### src/rtl/serial_adder_nbit.sv
// rtl/serial_adder_nbit.sv - bit-serial adder/subtractor, one full-adder slice reused LSB first
module serial_adder_nbit #(
    parameter int WIDTH = 8
) (
    input  logic             clk,
    input  logic             rst_n,
    input  logic             start,
    input  logic             sub,
    input  logic [WIDTH-1:0] x,
    input  logic [WIDTH-1:0] y,
    input  logic             cin,
    output logic [WIDTH-1:0] z,
    output logic             r,
    output logic             ovf,
    output logic             busy,
    output logic             done
);

    localparam int CW = (WIDTH < 2) ? 1 : $clog2(WIDTH + 1);

    typedef enum logic [1:0] {
        S_IDLE,
        S_RUN,
        S_DONE
    } state_t;

    state_t           r_state;
    state_t           w_next;
    logic [WIDTH-1:0] r_a;
    logic [WIDTH-1:0] r_b;
    logic [WIDTH-1:0] r_res;
    logic             r_c;
    logic [CW-1:0]    r_cnt;

    logic             w_sum;
    logic             w_cout;
    logic             w_last;
    logic             w_accept;
    logic [WIDTH:0]   w_shift;
    logic [WIDTH-1:0] w_res_next;

    assign w_sum      = r_a[0] ^ r_b[0] ^ r_c;
    assign w_cout     = (r_a[0] & r_b[0]) | (r_a[0] & r_c) | (r_b[0] & r_c);
    assign w_last     = (r_cnt == CW'(WIDTH - 1));
    assign w_accept   = start && (r_state == S_IDLE || r_state == S_DONE);
    // Shifting through a WIDTH+1 vector keeps the MSB insert legal for WIDTH=1.
    assign w_shift    = {w_sum, r_res};
    assign w_res_next = w_shift[WIDTH:1];

    assign busy = (r_state == S_RUN);
    assign done = (r_state == S_DONE);

    always_comb begin
        w_next = r_state;
        case (r_state)
            S_IDLE:  w_next = start ? S_RUN : S_IDLE;
            S_RUN:   w_next = w_last ? S_DONE : S_RUN;
            S_DONE:  w_next = start ? S_RUN : S_IDLE;
            default: w_next = S_IDLE;
        endcase
    end

    always_ff @(posedge clk or negedge rst_n) begin
        if (!rst_n) begin
            r_state <= S_IDLE;
            r_a     <= '0;
            r_b     <= '0;
            r_res   <= '0;
            r_c     <= 1'b0;
            r_cnt   <= '0;
            z       <= '0;
            r       <= 1'b0;
            ovf     <= 1'b0;
        end else begin
            r_state <= w_next;
            if (w_accept) begin
                r_a   <= x;
                r_b   <= y ^ {WIDTH{sub}};
                r_c   <= cin ^ sub;
                r_res <= '0;
                r_cnt <= '0;
            end else if (r_state == S_RUN) begin
                r_res <= w_res_next;
                r_a   <= r_a >> 1;
                r_b   <= r_b >> 1;
                r_c   <= w_cout;
                r_cnt <= r_cnt + 1'b1;
                // On the last bit r_c is the carry into the MSB, so its XOR with
                // the carry out is the signed overflow.
                if (w_last) begin
                    z   <= w_res_next;
                    r   <= w_cout;
                    ovf <= r_c ^ w_cout;
                end
            end
        end
    end

endmodule

### config.mk
export PLATFORM = sky130hd
export DESIGN_NAME = serial_adder_nbit
export DESIGN_NICKNAME = d
export VERILOG_FILES = /design/src/rtl/serial_adder_nbit.sv
export SDC_FILE = /design/constraint.sdc
export NUM_CORES = 1
export LEC_CHECK = 0
export ABC_AREA = 1
export BUFFER_PORTS_ARGS = -buffer_cell sky130_fd_sc_hd__buf_2
export CAP_MARGIN = 15
export CORE_MARGIN = 4
export CORE_UTILIZATION = 25
export CTS_CLUSTER_DIAMETER = 200
export DETAILED_ROUTE_END_ITERATION = 10
export GPL_TIMING_DRIVEN = 0
export PLACE_DENSITY = 0.49
export SLEW_MARGIN = 40
export SYNTH_ARGS = -nofsm -noshare
export SYNTH_HDL_FRONTEND = slang
export SYNTH_SLANG_ARGS = --single-unit
### constraint.sdc
create_clock -name clk -period 3.2 [get_ports clk]
set_input_delay 0.96 -clock clk [delete_from_list [all_inputs] [get_ports clk]]
set_output_delay 0.96 -clock clk [all_outputs]
set_load 0.02 [all_outputs]
==> flow_summary.toml <==
[drt]
drt-initial-drc-count = 62
route.detailed.drc = 0
wl_mm = 4.12
drt_pass1_iterations = 4
vias_per_cell = 4.18
vias = 1464
wl_per_cell_um = 11.8
ant_nets = 0

[pwr]
p_leak_nw = 1.11
p_per_area_mw_per_mm2 = 961
p_seq_frac = 0.402
pwr-share-comb = 0.453
ir_drop_mv = 0.187
p_sw_frac = 0.412
pwr-share-clk = 0.146
power.internal_mw = 1.26
p_switching_mw = 0.880

[yosys]
yosys_register_bits = 40
syn_inst = 213
synth_top_area_frac = 0.537
avgSynthCellArea_um2 = 8.76
yosysSeqAreaShare = 0.537
synthesis.area_mm2 = 0.00187
synthFlopType = "dfrtp_1"
synthArstFlopShare = 1.00
synth_cell_type_count = 26
synth_warnings = 0
synth_edf_count = 0
ys_top_cells_by_area = "dfrtp_1 (54%), nand2_1 (13%), o21ai_0 (4.3%)"
synth_area_leader_cell = "dfrtp_1"
synth_nets = 236
ys_top_cells_by_count = "nand2_1 (65), dfrtp_1 (40), inv_1 (20), o21ai_0 (16)"
yosysMostFrequentCell = "nand2_1"

[timing]
rsz0062_at_grt = "false"
post-route-min-period_ps = 2190
max_freq_ghz = 0.458
finalCritPeriodShare = 0.683
setup_viol = 0
slew_headroom = 0.659
hold_violations = 0
slew_violations = 0
worst_slew_pin_slew_ps = 512
setup_ws_ps = 1010
fin_skew_ps = 3.91
finalSetupTns_ps = 0

[final_layout]
final_util = 0.307
fill_cells = 783
multiInputGateArea_um2 = 684
n_antenna_cell = 0
final_nets = 274
drive_gt1_frac = 0.247
seqCellArea_mm2 = 0.00100
areaGrowthSynthToFinish_pct = 19.2

[clocking]
cts_made_buffers = 5
holdBufCountCts = 0
cts.root.buffer_cell = "clkbuf_8"
ctsResizeCount = 0
clkSlewWorstSetupHoldPaths_ps = 80
clkSinkCount = 40
cts.path.max_buffers = 2
htree_levels = 2
cts_tree = "yes"
post_cts_buffers = 0
clock_latency_ps = 280

[floorplanning]
start_util = 0.257
chipWidth_um = 94.4
num_rows = 31
die_h_um = 94.4
ioPinCount = 33
dieArea_mm2 = 0.00891
core-area_mm2 = 0.00725

[global_route]
grt_first_pass_wirelength_mm = 7.07
grtUsageTotal = 0.102
top_usage_layer = "met2"
grtUsageMet2 = 0.170
grt_max_degree = 41
grt_pass1_vias = 1482
grt_use_met3 = 0.0247
antenna_found_initial = 0
grt_overflow = 0
grtUsageMet1 = 0.130

[setup_path]
crit_path_max_fanout = 10
critical_path_buf_inv_count = 3
max_stage_delay_ps = 400
critical_path.endpoint_type = "output port"
crit_arrival_ps = 1230
cpLargestDelayFamily = "buffers and inverters"
worstPathRequired_ps = 2240
start_kind = "register"
critPathSlowestCell = "dfrtp_1"
crit_chain = "inv_2 -> nor2_2 -> buf_4 -> buf_2"
path_class = "reg -> out"

[placed_design]
place_worst_setup_slack_ps = 1300
dpl.hpwl_mm = 2.89
io_buffers = 31
gp_congestion = 0.712

[job]
drv_cap = 0

[min_path]
hp-class = "reg -> reg"

[outcome]
status = "finished clean"
logic make-up (layout without fill, tap and decap cells):
family / count (synthesis) / in the layout / synth area share
fa+ha+maj: 2 / 2 / 0.0174
flops: 40 / 40 / 0.537
xor+xnor: 4 / 4 / 0.0188
simple gates: 87 / 87 / 0.192
buf+inv: 34 / 72 / 0.0966
compound gates: 46 / 46 / 0.138
cell type report:
| cell class | instances | share of cell area |
|---|---|---|
| clock inverter | 1 | 0.00225 |
| sequential | 40 | 0.450 |
| tap | 99 | 0.0557 |
| buffer | 10 | 0.0371 |
| clock buffer | 6 | 0.0326 |
| timing repair buffer | 31 | 0.0709 |
| inverter | 24 | 0.0439 |
| multi-input combinational | 139 | 0.308 |
cell usage in the layout, fill, tap and decap left out, types with 2 or more instances in the layout:
cell,instances
nand2_1,65
dfrtp_1,40
buf_2,35
inv_1,20
o21ai_0,16
nor2_1,13
o21ai_1,13
o22ai_1,8
clkbuf_8,5
a21oi_1,4
xnor2_1,4
buf_4,3
nand2_2,3
a21oi_2,3
inv_2,2
buf_6,2
nand3_1,2
nand3_2,2
flip-flops by register name (all words and copies together) (netlist names):
register,flops
r_res,7
r_b,8
r_state,2
r,1
z,8
r_a,8
r_c,1
ovf,1
r_cnt,4
per-layer routing:
layer / part of all wire / routed length (µm)
met3: 0.044 / 183
met2: 0.48 / 1960
met4: 0.0085 / 35
met1: 0.47 / 1940
met5: 0 / 0
path summary, 6_finish.rpt:
| path | endpoint | slack, ps | cells after the start | start |
|---|---|---|---|---|
| max in group asynchronous | r_a[3]$_DFFE_PN0P_ | 2200 | 1 | rst_n |
| hold reg to reg | r_b[1]$_DFFE_PN0P_ | 480 | 2 | r_b[1]$_DFFE_PN0P_ |
| setup reg to reg | r$_DFFE_PN0P_ | 1900 | 7 | r_cnt[0]$_DFFE_PN0P_ |
| min in group asynchronous | z[4]$_DFFE_PN0P_ | 650 | 1 | rst_n |
| hold / removal | r_b[1]$_DFFE_PN0P_ | 480 | 2 | r_b[1]$_DFFE_PN0P_ |
| setup / recovery | busy | 1010 | 4 | r_state[0]$_DFF_PN0_ |
stage by stage:
step / power (mW) / cell area (µm²) / hold WS [ps] / instances
4_1_cts: 2.18 / 2220 / 485 / 350
3_5_place_dp: 1.85 / 2150 / 464 / 343
2_1_floorplan: 1.58 / 1870 / 444 / 213
3_3_place_gp: 1.84 / 2140 / 464 / 343
5_1_grt: 2.35 / 2220 / 508 / 350
6_report: 2.14 / 2220 / 480 / 350
tightest hold or removal path, stage by stage, from the launching register on:
cell     delay [ps]
dfrtp_1         340
nand2_1          50
nand2_1          50
power by group through the flow:
stage	sequential [mW]	clock (mW)	combinational [mW]
3_5_place_dp	0.870	0	0.984
4_1_cts	0.860	0.328	0.988
2_1_floorplan	0.923	0	0.655
3_3_place_gp	0.863	0	0.978
5_1_grt	0.893	0.351	1.11
6_report	0.858	0.312	0.968
(Power assumes the default switching activity.)
